File: src/rtl/hmac_pkg.sv
// Shared constants, state encoding and helpers for the HMAC inner-hash input padder.
package hmac_pkg;

    localparam logic [31:0] HMAC_IPAD     = 32'h36363636;
    localparam logic [31:0] HMAC_OPAD     = 32'h5c5c5c5c;
    localparam int          BLK_WORDS     = 16;
    localparam logic [3:0]  LEN_IDX_HI    = 4'd14;
    // Last index that can still carry padding zeros before the length words
    localparam logic [3:0]  LAST_ZERO_IDX = LEN_IDX_HI - 4'd1;
    localparam logic [3:0]  BLK_LAST_IDX  = 4'(BLK_WORDS - 1);
    localparam logic [31:0] PAD_WORD      = 32'h80000000;

    typedef enum logic [2:0] {
        ST_IDLE,
        ST_KEY,
        ST_MSG,
        ST_P80,
        ST_ZERO,
        ST_LEN_HI,
        ST_LEN_LO
    } pad_state_e;

    // Number of valid bytes flagged in a 4-bit keep mask
    function automatic logic [2:0] keep_popcount(input logic [3:0] keep);
        logic [2:0] cnt;
        cnt = 3'd0;
        for (int i = 0; i < 4; i++) begin
            cnt = cnt + {2'b00, keep[i]};
        end
        return cnt;
    endfunction

endpackage

File: src/rtl/hmac_last_word_merge.sv
// Last-word merge: zeroes bytes beyond t_keep (MSB-first) and drops the 0x80
// terminator into the first unused byte. Also reports the valid byte count.
module hmac_last_word_merge
    import hmac_pkg::*;
(
    input  logic [31:0] t_data,
    input  logic [3:0]  t_keep,
    output logic [31:0] merged_data,
    output logic [2:0]  byte_cnt
);

    assign byte_cnt = keep_popcount(t_keep);

    // Lane gi is byte gi counted from the MSB; keep is contiguous from the MSB,
    // so the first unused lane index equals the valid byte count.
    genvar gi;
    generate
        for (gi = 0; gi < 4; gi++) begin : g_lane
            localparam logic [2:0] LANE = 3'(gi);
            assign merged_data[31-8*gi -: 8] = t_keep[3-gi]      ? t_data[31-8*gi -: 8] :
                                               (byte_cnt == LANE) ? 8'h80 : 8'h00;
        end
    endgenerate

endmodule

File: src/rtl/hmac_input_padder.sv
// HMAC inner-hash input padder: streams key^ipad, then message words, then the
// SHA-1 padding tail (0x80, zeros, 64-bit bit length) to the SHA-1 core.
// Optional feature macro: PADD_KEEP_EN (honour t_keep on the t_last word).
module hmac_input_padder
    import hmac_pkg::*;
#(
    parameter int          KEY_W = 512,
    parameter logic [31:0] IPAD  = HMAC_IPAD
) (
    input  logic             clk,
    input  logic             rst_n,
    input  logic [KEY_W-1:0] key,
    input  logic             sel,
    input  logic             padd_start,
    input  logic             valid_to_sha,
    input  logic [31:0]      t_data,
    input  logic             t_last,
`ifdef PADD_KEEP_EN
    input  logic [3:0]       t_keep,
`endif
    input  logic             sha_ready,
    output logic [31:0]      sha_data,
    output logic             sha_valid,
    output logic             sha_first,
    output logic             sha_blk_last,
    output logic             sha_msg_last,
    output logic             pad_busy
);

    pad_state_e  state_q, state_d;
    logic [3:0]  word_idx_q, word_idx_d;
    logic [63:0] bit_len_q, bit_len_d;

    logic        xfer;
    logic [8:0]  key_lsb;
    logic [31:0] msg_data;
    logic [63:0] msg_bits;
    logic        last_full;

    // Key word 0 is the most significant 32 bits; (15 - idx) == ~idx for 4 bits
    assign key_lsb = {~word_idx_q, 5'd0};

`ifdef PADD_KEEP_EN
    logic [31:0] merged_data;
    logic [2:0]  byte_cnt;

    hmac_last_word_merge u_merge (
        .t_data      (t_data),
        .t_keep      (t_keep),
        .merged_data (merged_data),
        .byte_cnt    (byte_cnt)
    );

    assign msg_data  = t_last ? merged_data : t_data;
    assign msg_bits  = t_last ? {58'd0, byte_cnt, 3'b000} : 64'd32;
    assign last_full = (t_keep == 4'b1111);
`else
    assign msg_data  = t_data;
    assign msg_bits  = 64'd32;
    assign last_full = 1'b1;
`endif

    assign xfer = sha_valid && sha_ready;

    // State register: FSM state, in-block word index and running bit length
    always_ff @(posedge clk or negedge rst_n) begin
        if (!rst_n) begin
            state_q    <= ST_IDLE;
            word_idx_q <= 4'd0;
            bit_len_q  <= 64'd0;
        end else begin
            state_q    <= state_d;
            word_idx_q <= word_idx_d;
            bit_len_q  <= bit_len_d;
        end
    end

    // Next-state logic: advances only on an accepted word
    always_comb begin
        state_d    = state_q;
        word_idx_d = word_idx_q;
        bit_len_d  = bit_len_q;
        case (state_q)
            ST_IDLE: begin
                if (padd_start) begin
                    state_d    = ST_KEY;
                    word_idx_d = 4'd0;
                    bit_len_d  = 64'd512;
                end
            end
            ST_KEY: begin
                if (xfer) begin
                    word_idx_d = word_idx_q + 4'd1;
                    if (word_idx_q == BLK_LAST_IDX) begin
                        state_d = ST_MSG;
                    end
                end
            end
            ST_MSG: begin
                if (xfer) begin
                    word_idx_d = word_idx_q + 4'd1;
                    bit_len_d  = bit_len_q + msg_bits;
                    if (t_last) begin
                        // A merged 0x80 at idx 13 leaves exactly room for the length
                        if (last_full) begin
                            state_d = ST_P80;
                        end else if (word_idx_q == LAST_ZERO_IDX) begin
                            state_d = ST_LEN_HI;
                        end else begin
                            state_d = ST_ZERO;
                        end
                    end
                end
            end
            ST_P80: begin
                if (xfer) begin
                    word_idx_d = word_idx_q + 4'd1;
                    state_d    = (word_idx_q == LAST_ZERO_IDX) ? ST_LEN_HI : ST_ZERO;
                end
            end
            ST_ZERO: begin
                // Entering at idx 15 or 0 naturally runs through an extra block
                if (xfer) begin
                    word_idx_d = word_idx_q + 4'd1;
                    if (word_idx_q == LAST_ZERO_IDX) begin
                        state_d = ST_LEN_HI;
                    end
                end
            end
            ST_LEN_HI: begin
                if (xfer) begin
                    word_idx_d = word_idx_q + 4'd1;
                    state_d    = ST_LEN_LO;
                end
            end
            ST_LEN_LO: begin
                if (xfer) begin
                    word_idx_d = word_idx_q + 4'd1;
                    state_d    = ST_IDLE;
                end
            end
            default: begin
                state_d = ST_IDLE;
            end
        endcase
    end

    // Output logic: combinational word select and sideband flags
    always_comb begin
        sha_data     = 32'd0;
        sha_valid    = 1'b0;
        sha_first    = 1'b0;
        sha_msg_last = 1'b0;
        pad_busy     = 1'b0;
        case (state_q)
            ST_KEY: begin
                sha_valid = valid_to_sha && !sel;
                sha_data  = key[key_lsb +: 32] ^ IPAD;
                sha_first = sha_valid && (word_idx_q == 4'd0);
            end
            ST_MSG: begin
                sha_valid = valid_to_sha && sel;
                sha_data  = msg_data;
            end
            ST_P80: begin
                sha_valid = 1'b1;
                sha_data  = PAD_WORD;
                pad_busy  = 1'b1;
            end
            ST_ZERO: begin
                sha_valid = 1'b1;
                pad_busy  = 1'b1;
            end
            ST_LEN_HI: begin
                sha_valid = 1'b1;
                sha_data  = bit_len_q[63:32];
                pad_busy  = 1'b1;
            end
            ST_LEN_LO: begin
                sha_valid    = 1'b1;
                sha_data     = bit_len_q[31:0];
                sha_msg_last = 1'b1;
                pad_busy     = 1'b1;
            end
            default: begin
                sha_valid = 1'b0;
            end
        endcase
        sha_blk_last = sha_valid && (word_idx_q == BLK_LAST_IDX);
    end

endmodule

File: config.mk
export PLATFORM = sky130hd
export DESIGN_NAME = hmac_input_padder
export DESIGN_NICKNAME = d
export VERILOG_FILES = /design/src/rtl/hmac_pkg.sv /design/src/rtl/hmac_last_word_merge.sv /design/src/rtl/hmac_input_padder.sv
export SDC_FILE = /design/constraint.sdc
export NUM_CORES = 1
export LEC_CHECK = 0
export BUFFER_PORTS_ARGS = -buffer_cell sky130_fd_sc_hd__buf_2
export CORE_AREA = 5 5 228 230
export DETAILED_ROUTE_END_ITERATION = 6
export DIE_AREA = 0 0 233 235
export MAX_ROUTING_LAYER = met4
export PLACE_DENSITY_LB_ADDON = 0.05
export RECOVER_POWER = 100
export SLEW_MARGIN = 20
export SYNTH_ARGS = -nofsm -noshare
export SYNTH_HDL_FRONTEND = slang
export SYNTH_SLANG_ARGS = --single-unit
File: constraint.sdc
create_clock -name clk -period 4.55 [get_ports clk]
set_clock_uncertainty 0.05 [all_clocks]
set_input_delay 0.6825 -clock clk [delete_from_list [all_inputs] [get_ports clk]]
set_output_delay 0.6825 -clock clk [all_outputs]
set_load 0.005 [all_outputs]
# --- After elaboration in Yosys (flattened, before gate mapping) ---
# Index checks and enable logic that the tools add are counted.
totals:
  reg_bits: 71
  input_bits: 551
  output_inout_bits: 37
  elab_cells: 65
op_classes:
  addsub: 2
  n_eq_ne: 19
  shift: 1
  mux: 23
  n_bitwise: 2
  reduce_logical: 15
ops:
  columns: ["operator", "n"]
  rows:
  - ["indexed part select 512 x 10 -> 32 bit", 1]
  - ["case mux 32 bit (5 select lines)", 1]
  - ["two-way mux 64 bit", 2]
  - ["case mux 64 bit (2 select lines)", 1]
  - ["adder 64 x 6 -> 64 bit, second input constant", 1]
  - ["two-way mux 3 bit", 10]
  - ["case mux 3 bit (7 select lines)", 1]
  - ["!= test 2 bit, second input constant", 10]
  - ["NOT 16 bit", 1]
  - ["AND reduction 10 bit", 1]
  - ["== test 3 bit, second input constant", 3]
  - ["== test 4 bit, second input constant", 2]
  - ["two-way mux 4 bit", 2]
  - ["case mux 4 bit (2 select lines)", 1]
  - ["== test 3 x 2 -> 1 bit, second input constant", 2]
  - ["AND reduction 3 bit", 2]
  - ["OR reduction 6 bit", 1]
  - ["logical AND 1 bit", 5]
  - ["adder 4 x 1 -> 4 bit, second input constant", 1]
  - ["zero test 4 bit", 1]
  - ["two-way mux 1 bit", 4]
  - ["NOT 4 bit", 1]
  - ["nonzero test 2 bit", 2]
  - ["OR reduction 4 bit", 1]
  - ["other kinds (5)", 5]

# --- Logic depth before layout (Yosys ltp) ---
# Gate-level depths: netlist (run 1).
logic_depth:
  depth_word: 6
  mapped_depth: 9
  depth_no_buf: 6

# --- Least setup slack after synthesis (run 1) ---
# OpenSTA, ideal clock, no wires.
synth_path:
  kind: "flip-flop to output port"
  startpoint: "register word_idx_q[0]"
  endpoint: "output sha_data[1]"
  arrival_ns: 1.994
  required_time_ns: 3.818
  path_slack_ns: 1.823
  path_stages_with_launch: 8
  n_path_buf: 3
  path_cell_list: "dfrtp_1 -> buf_2 -> buf_2 -> buf_2 -> mux4_2 -> a22oi_1 -> nand3_1 -> nand2_1"
synth_between:
  elab_chain_cells: 4
synth_lines:
  columns: ["element", "line_no", "text"]
  rows:
  - ["start, declared", "hmac_input_padder.sv:31", "logic [3:0] word_idx_q, word_idx_d;"]
  - ["start signal, assigned", "hmac_input_padder.sv:73", "word_idx_q <= word_idx_d;"]
  - ["NOT 4 bit", "hmac_input_padder.sv:41", "assign key_lsb = {~word_idx_q, 5'd0};"]
  - ["indexed part select 512 x 10 -> 32 bit", "hmac_input_padder.sv:158", "sha_data = key[key_lsb +: 32] ^ IPAD;"]
  - ["NOT 16 bit (no line)", null, null]
  - ["case mux 32 bit (5 select lines)", "hmac_input_padder.sv:155", "case (state_q)"]
  - ["end, declared", "hmac_input_padder.sv:22", "output logic [31:0] sha_data,"]
# Every way passes these cells.

# --- Worst setup path in the final report (run 1) ---
layout_path:
  startpoint: "register word_idx_q[3]"
  endpoint: "output sha_data[18]"
# The elaborated chain is that of the path after synthesis.

==> results of run 1 <==
==> cell families (layout without fill, tap and decap cells) <==
group / Yosys count / in the layout
and+or+nand+nor: 265 / 265
other: 0 / 16
buffers and inverters: 80 / 633
adders and majority gates: 4 / 4
xor gates and xnor gates: 31 / 31
muxes: 211 / 211
DFF: 66 / 66
AOI/OAI and AO/OA: 149 / 149
==> synthesized netlist by cell type, types with 12 or more instances <==
cell / instances / share of area, %
dfrtp_1: 66 / 20
mux2_2: 18 / 2.4
o221ai_1: 15 / 1.6
a222oi_1: 12 / 1.4
mux2i_1: 65 / 7.7
or3_1: 23 / 1.7
and3_1: 16 / 1.2
a21oi_1: 46 / 2.7
o21ai_0: 36 / 2.1
clkbuf_1: 33 / 1.5
nand2_1: 40 / 1.8
nand4_1: 36 / 2.7
a22oi_1: 15 / 1.3
xor2_1: 23 / 2.4
nor2_1: 63 / 2.8
nand3_1: 33 / 2.0
buf_2: 22 / 1.3
mux4_2: 128 / 34
buf_1: 14 / 0.62
==> worst max-delay path, stage by stage (launching register included) <==
cell and delay, ps:
dfrtp_2 1120, clkbuf_2 680, mux4_2 430, nor2_1 120
nor2_1 90, o21ai_0 380, clkbuf_1 210
==> area by class of cell <==
cell class	count	area [µm²]
fill	5506	37300
multi-input combinational	660	6414
timing repair buffer	609	3073
sequential	66	1662
tap	672	840.8
clock buffer	13	260.3
antenna	16	40.04
clock inverter	2	37.54
inverter	9	33.78
==> through the flow <==
stage	utilization (%)	power [mW]	std cells	hold WS [ps]
detailed placement	24.44	4.446	2016	495.3
global placement	24.44	4.466	2016	499.7
floorplan	-	2.991	806	336.9
finish	24.89	5.033	2047	515.6
global route	24.89	5.378	2047	543.5
CTS	25.04	5.205	2031	351.9
==> per-layer routing <==
layer,GRT usage (%),vias up
met1,26.31,4941
met2,35.79,355
met3,4.129,36
met4,4.744,0
met5,-,-
li1,-,4413
==> cells in the final DEF (no fill, tap or decap), types with 3 or more instances in the layout <==
cell type  synthesis  layout
a21oi_1           46      46
a222oi_1          12      12
a22oi_1           15      15
and2_1             7       6
and3_1            16      16
buf_2             22     557
buf_4              1      12
clkbuf_1          33      35
clkbuf_16          0       9
clkbuf_2           0       4
dfrtp_1           66      62
diode_2            0      16
ha_1               4       4
inv_1              8       8
mux2_2            18      18
mux2i_1           65      65
mux4_2           128     128
nand2_1           40      40
nand2b_1           3       3
nand3_1           33      33
nand4_1           36      39
nor2_1            63      63
nor2b_1            5       5
nor3_1            11      11
nor4_1             9       9
o21a_1             3       3
o21ai_0           36      37
o221ai_1          15      15
o31ai_1            6       6
or3_1             23      23
or4_1              5       5
xnor2_1            8       8
xor2_1            23      23
==> flip-flops by register name (all words and copies together), names as in the netlist <==
signal      flops
bit_len_q      59
word_idx_q      4
state_q         3
==> final timing paths <==
| path | start | to | slack (ps) | depth (start not counted) |
|---|---|---|---|---|
| worst max-delay path | word_idx_q[3] | sha_data[18] | 420 | 6 |
| worst min-delay path | bit_len_q[63] | bit_len_q[63] | 520 | 2 |
| worst max register to register | state_q[2] | bit_len_q[59] | 570 | 6 |
| worst min register to register | bit_len_q[63] | bit_len_q[63] | 520 | 2 |
| max in group asynchronous | rst_n | bit_len_q[51] | 1630 | 2 |
| min in group asynchronous | rst_n | bit_len_q[11] | 760 | 1 |
==> where the power goes <==
group          internal, mW  total [mW]  switching (mW)
Sequential            0.622       0.804           0.182
Combinational          1.62        3.50            1.88
Clock                 0.452       0.730           0.278
Total                  2.69        5.03            2.34
==> flow_summary.toml, run 1 <==
[routing]
routed.top_layer = "met4"
wl_per_cell_um = 28.40
firstDrtPassIters = 5
vias = 9745
postRouteAntennaNets = 0
wl_met3_um = 2938
routed-wl-met2_um = 30020
drt-total-wl_um = 58130
via_per_inst = 4.761
drcViolationCount = 0
drt-met1-wl_um = 24280
drtIter0Drc = 545

[place]
io_buffers = 587
place_congestion = 0.8731
pre_cts_ws_ps = 841.0
dpl_cell_area_um2 = 12130
place.detailed.hpwl_um = 49870

[synthesis]
async_flop_share_pct = 100.0
synthAdderAreaFrac_pct = 0.5932
synthCells = 806
synth-main-ff-cell = "dfrtp_1"
yosysWarnings = 0
synthesis.nets = 1361
syn_area_um2 = 8437
synth_edf_count = 0
ys_seq_area_share_pct = 19.58
synth_compound_area_share_pct = 11.55
synth_area_per_cell_um2 = 10.47
synth-xor-area-share_pct = 3.218
ys_ff_latch = 66
ys_types = 54
synth_top_family_by_area = "multiplexers"
synth-simple-area-share_pct = 16.76
synthMuxAreaShare_pct = 44.28

[die]
die_w_um = 233
row_count = 82
fp.dieArea_um2 = 54760
coreArea_um2 = 49660
die_h_um = 235
io-pin-count = 588
start_util_pct = 16.99

[cells_and_area]
final_cell_area_um2 = 12360
area_growth_pct = 46.51
post_route_cells_drive_above_1_share_pct = 54.75
layout.nets = 1910

[sta]
fin_crit_ps = 4135
final-setup-viol-count = 0
setup_slack_ps = 415.0
fmaxAchievable_ghz = 0.2418
maxSlewViolCount = 85
period_share_pct = 90.88
finalSetupTns_ps = 0
worst_pin_slew_ps = 1781
hold_viol_final = 0
grt_setup_unrepaired = "no"
relSlewSlack_pct = -18.73

[clocking]
cts_setup_buffers = 0
htreeDepth = 3
insertion_delay_ps = 350
clk_pin_slew_ps = 70
cts_resized = 0
cts_tree = "built"
hold_buffers = 0
cts_sinks = 66
clock-root-buffer = "clkbuf_16"
numCtsBuffers = 9
cts_max_path_buffers = 2

[global_routing]
grt_pass1_vias = 10840
antenna_found_initial = 21
grt_overflow = 0
grt_usage_pct = 21.19
grt_max_degree = 58
grt_pass1_wl_um = 81240

[pwr]
vdd_drop_max_v = 0.0001992
p_leak_nw = 5.174
p_per_area_nw_per_um2 = 407.2

[worst_setup_path]
cp-start-kind = "flop"
cp.required_ps = 3820
worstPathArrival_ps = 3400
cp_max_fo = 37
worstSetupPathType = "reg -> out"
cp-end-kind = "output pin"

[min_path]
hp-class = "reg -> reg"

[outcome]
violations = "capacitance limit, slew limit"
status = "finished, violations left"

[run]
max_cap_viol_count = 2
(Power assumes the default switching activity.)
==> inputs of run 2 (changes only) <==
Clock period 4.55 ns to 3.8 ns, I/O delays scaled along.
==> flow_summary.toml, run 2 (synthesis gave the netlist of run 1 again) <==
[die]
coreArea_um2 = 49660
io-pin-count = 588
fp.dieArea_um2 = 54760
die_h_um = 235
row_count = 82
start_util_pct = 16.99
die_w_um = 233

[worst_setup_path]
cp-end-kind = "output pin"
cp_max_fo = 36
crit_start = "word_idx_q[0]"
worstSetupPathType = "reg -> out"
timing.rr.start = "state_q[0]"
cp-start-kind = "flop"
cp.required_ps = 3180
worstPathArrival_ps = 2890
ff2ff_path_depth = 6

[clocking]
clk_pin_slew_ps = 60
hold_buffers = 0
cts_tree = "built"
cts_sinks = 66
cts_max_path_buffers = 2
numCtsBuffers = 9
clock-root-buffer = "clkbuf_16"
htreeDepth = 3
cts_setup_buffers = 0
cts_resized = 0
insertion_delay_ps = 340

[pwr]
internal_power_mw = 3.369
comb_power_share_pct = 70.9
p_clk_share_pct = 15.1
sw_frac_of_total_pct = 45.59
p_leak_nw = 5.292
vdd_drop_max_v = 0.0002186
p_per_area_nw_per_um2 = 493.7
seqPwrFrac_pct = 14.1
switchingPower_mw = 2.823

[cells_and_area]
final_cell_mix = "buf_2 (561), mux4_2 (128), mux2i_1 (65)"
multi_input_area_um2 = 6432
nFillCells = 5568
seq_area_um2 = 1663
layout.nets = 1926
largest_register_ffs = 59
largest_register = "bit_len_q"
final_common_cell = "buf_2"
final_cell_area_um2 = 12540
area_growth_pct = 48.66
post_route_cells_drive_above_1_share_pct = 55.74
reg_top3 = "bit_len_q x59, word_idx_q x4, state_q x3"
final-instance-count-excl-fill = 2061

[routing]
via_per_inst = 4.796
wl_met3_um = 3299
routed-wl-met2_um = 29530
drcViolationCount = 0
wl_per_cell_um = 28.23
vias = 9884
firstDrtPassIters = 6
drt-met1-wl_um = 24650
drt-total-wl_um = 58170
drtIter0Drc = 717
routed.top_layer = "met4"
postRouteAntennaNets = 0

[sta]
relSlewSlack_pct = 3.960
period_share_pct = 92.50
fin_crit_ps = 3515
final-setup-viol-count = 0
worst_pin_slew_ps = 1441
grt_setup_unrepaired = "no"
finalSetupTns_ps = 0
maxSlewViolCount = 0
hold_viol_final = 0
fmaxAchievable_ghz = 0.2845

[min_path]
min-delay-start = "bit_len_q[5]"
min_delay_path_depth = 1
hp-class = "reg -> reg"

[global_routing]
grt_pass1_wl_um = 80810
antenna_found_initial = 18
grt_pass1_vias = 10710
grt_overflow = 0
grt_usage_pct = 21.00
grt_max_degree = 62

[place]
placed_cells = 2032
place_congestion = 0.8566
place.detailed.hpwl_um = 50290
io_buffers = 587
dpl_cell_area_um2 = 12300

[outcome]
status = "finished, final reports clean"

[run]
max_cap_viol_count = 0
[run 2: path summary, 6_finish.rpt]
path / endpoint / slack, ps
worst max-delay path: sha_data[8] / 290
worst min-delay path: bit_len_q[5] / 490
worst max register to register: bit_len_q[59] / 570
worst min register to register: bit_len_q[5] / 490
max in group asynchronous: word_idx_q[3] / 1040
min in group asynchronous: bit_len_q[9] / 500
[run 2: metal layers]
metal | vias to the layer above | global-route usage, %
met1 | 5047 | 26.83
met3 | 34 | 3.839
met4 | 0 | 4.189
li1 | 4450 | -
met2 | 353 | 35.01
met5 | - | -
[run 2: layout make-up]
cell class | count | area share (%)
inverters | 9 | 0.2694
multi-input cells | 660 | 51.29
flip-flops and latches | 66 | 13.26
diodes | 13 | 0.2594
clock inverters | 5 | 0.6185
clock buffers | 11 | 1.935
well taps | 672 | 6.704
repair buffers | 625 | 25.67
[run 2: power by group through the flow]
stage	registers (mW)	logic, mW	clock network, mW
after global routing	0.887	4.72	0.994
after CTS	0.877	4.55	0.959
after global placement	0.886	4.54	0
after detailed placement	0.890	4.54	0
after floorplan	0.779	2.80	0
final	0.871	4.39	0.934
[run 2: per-stage QoR]
stage / power [mW] / util (%) / hold WS (ps) / worst slack [ps]
floorplan: 3.581 / - / 224.4 / 1186
global placement: 5.428 / 24.76 / 489.2 / 527.9
detailed placement: 5.433 / 24.76 / 489.2 / 514.0
CTS: 6.390 / 25.41 / 214.8 / 134.4
global route: 6.598 / 25.26 / 524.3 / 108.9
finish: 6.192 / 25.26 / 492.2 / 285.0
[run 2: worst max-delay path, cell delays in order (launching register included)]
cell and delay (ps):
dfrtp_4 560, buf_12 210, buf_12 280, mux4_2 570, mux2i_1 430, o221ai_1 260
clkbuf_1 190
==> inputs of run 3 (changes only) <==
Settings changed: ABC_AREA set to 1, CORE_AREA 5 5 228 230 to 5 5 227 229, DIE_AREA 0 0 233 235 to 0 0 232 234, SLEW_MARGIN 20 to not set.
==> flow_summary.toml, run 3 <==
[clocking]
cts_max_path_buffers = 2
numCtsBuffers = 9
cts_setup_buffers = 0
htreeDepth = 3
hold_buffers = 0
cts_sinks = 66
clock-root-buffer = "clkbuf_16"
insertion_delay_ps = 360
cts_tree = "built"
cts_resized = 0
clk_pin_slew_ps = 70

[worst_setup_path]
cp-start-kind = "flop"
worstPathArrival_ps = 2870
r2r_end = "bit_len_q[43]"
r2r_setup_slack_ps = 520
timing.rr.start = "state_q[1]"
cp.required_ps = 3180
cp_max_fo = 56
ff2ff_path_depth = 12
cp-end-kind = "output pin"
worstSetupPathType = "reg -> out"

[synthesis]
synthCells = 1909
yosysWarnings = 0
synth_area_per_cell_um2 = 5.256
ys_ff_latch = 66
synth_edf_count = 0
netlist_top_cells_area = "nand2_1 (19%), dfrtp_1 (16%), nor2_1 (15%)"
synth-main-ff-cell = "dfrtp_1"
syn_area_um2 = 10030
async_flop_share_pct = 100.0
synthesis.nets = 2464
yosys-top-cells-count = "nand2_1 (500), nor2_1 (413), o21ai_0 (290)"
synth_top_area_share_pct = 18.71
ys_seq_area_share_pct = 16.46
synth_area_leader_cell = "nand2_1"
ys_types = 31
yosysMostFrequentCell = "nand2_1"

[die]
start_util_pct = 20.29
fp.dieArea_um2 = 54290
die_w_um = 232
die_h_um = 234
io-pin-count = 588
row_count = 82
coreArea_um2 = 49450

[cells_and_area]
final_common_cell = "buf_2"
largest_register_ffs = 59
layout.nets = 2966
reg_top3 = "bit_len_q x59, word_idx_q x4, state_q x3"
post_route_cells_drive_above_1_share_pct = 26.90
nFillCells = 5940
largest_register = "bit_len_q"
multi_input_area_um2 = 7244
area_growth_pct = 38.41
seq_area_um2 = 1659
final_cell_mix = "buf_2 (567), nand2_1 (500), nor2_1 (413)"

[pwr]
vdd_drop_max_v = 0.0005946
sw_frac_of_total_pct = 61.26
internal_power_mw = 2.876
comb_power_share_pct = 77.3
p_clk_share_pct = 11.5
p_leak_nw = 6.706
p_per_area_nw_per_um2 = 534.5
power.total_mw = 7.423
seqPwrFrac_pct = 11.3
switchingPower_mw = 4.547

[sta]
finalSetupTns_ps = 0
period_share_pct = 91.71
setup_slack_ps = 315.0
hold_viol_final = 0
fmaxAchievable_ghz = 0.2869
grt_setup_unrepaired = "no"
hold_ws_ps = 471.6
fin_crit_ps = 3485
maxSlewViolCount = 29
worst_pin_slew_ps = 1912
relSlewSlack_pct = -27.48
final-setup-viol-count = 0

[run]
max_cap_viol_count = 1

[min_path]
min_delay_path_depth = 3
min_to = "bit_len_q[5]"
min-delay-start = "sha_ready"
hp-class = "in -> reg"

[routing]
postRouteAntennaNets = 0
drtIter0Drc = 1297
wl_per_cell_um = 26.16
firstDrtPassIters = 5
drcViolationCount = 0
vias = 15590
via_per_inst = 5.022
drt-total-wl_um = 81220

[global_routing]
grt_overflow = 0
grt_pass1_vias = 15060
grt-busiest-layer = "met2"
use_met3_pct = 4.456
grt_pass1_wl_um = 110700
grt_usage_pct = 28.80
grt_max_degree = 148
met2_usage_pct = 49.56
use_met1_pct = 35.63
antenna_found_initial = 28

[outcome]
violations = "capacitance limit, slew limit"
status = "finished, violations left"

[place]
pre_cts_ws_ps = 843.2
place.detailed.hpwl_um = 67590
io_buffers = 587
place_congestion = 0.9736
[run 3: changes by cell type in the layout (fill, tap and decap cells not counted), moves of 23 or more]
cell     previous run  this run
o21ai_0            36       299
nand2_1            40       500
mux2i_1            65         0
mux4_2            128         0
nand3_1            33        58
o22ai_1             2       131
or3_1              23         0
inv_1               8       124
nand4_1            39        82
nor2_1             62       413
[run 3: how the worst max path moves through the flow]
| stage | startpoint | endpoint | slack (ps) | cells past startpoint |
|---|---|---|---|---|
| 2_1_floorplan | word_idx_q[0] | sha_data[12] | 1700 | 10 |
| 5_1_grt | state_q[1] | bit_len_q[48] | 220 | 12 |
| 4_1_cts | word_idx_q[0] | sha_data[6] | 440 | 9 |
| 3_5_place_dp | word_idx_q[0] | sha_data[6] | 840 | 9 |
| 3_3_place_gp | word_idx_q[0] | sha_data[6] | 830 | 9 |
| 6_report | word_idx_q[1] | sha_data[21] | 310 | 8 |
[run 3: cell families (layout without fill, tap and decap cells)]
kind of cell / count (synthesis) / in the layout / share of synthesized area [%]
AOI/OAI and AO/OA: 483 / 483 / 26.26
xor gates and xnor gates: 9 / 9 / 0.7857
adders and majority gates: 4 / 4 / 0.4988
buffers and inverters: 260 / 767 / 11.20
DFF: 66 / 66 / 16.46
other: 0 / 16 / 0
and+or+nand+nor: 1087 / 1087 / 44.79
[run 3: per-stage QoR]
stage	instance area, µm²	util (%)	instances
floorplan	10030	-	1909
global placement	13630	27.56	3072
detailed placement	13630	27.56	3072
CTS	13910	28.13	3088
global route	13890	28.08	3104
finish	13890	28.08	3104
[run 3: critical path, cell delays in order, from the launching register on]
cell	delay, ps
dfrtp_4	500
inv_2	550
buf_12	330
o21ai_0	140
o22ai_1	240
a21oi_1	110
nand4_1	320
nand2_1	110
buf_2	150
[run 3: cell type report]
class                   instances  area share [%]
multi-input cells            1583           52.17
repair buffers                619           23.90
clock buffers                  11           1.748
clock inverters                 5          0.2883
inverters                     132           3.604
diodes                         16          0.2883
flip-flops and latches         66           11.95
well taps                     672           6.055
[run 3: power groups by stage]
stage | Combinational (mW) | Sequential, mW | Clock [mW]
final | 5.74 | 0.836 | 0.850
after global routing | 6.19 | 0.845 | 0.890
after CTS | 5.76 | 0.849 | 0.876
after detailed placement | 5.74 | 0.861 | 0
after global placement | 5.74 | 0.861 | 0
after floorplan | 3.42 | 0.778 | 0
[run 3: metal layers]
metal	wire (µm)	share of wire (%)
met2	40720	50
met5	0	0
met3	4511	5.6
met1	34110	42
met4	1876	2.3
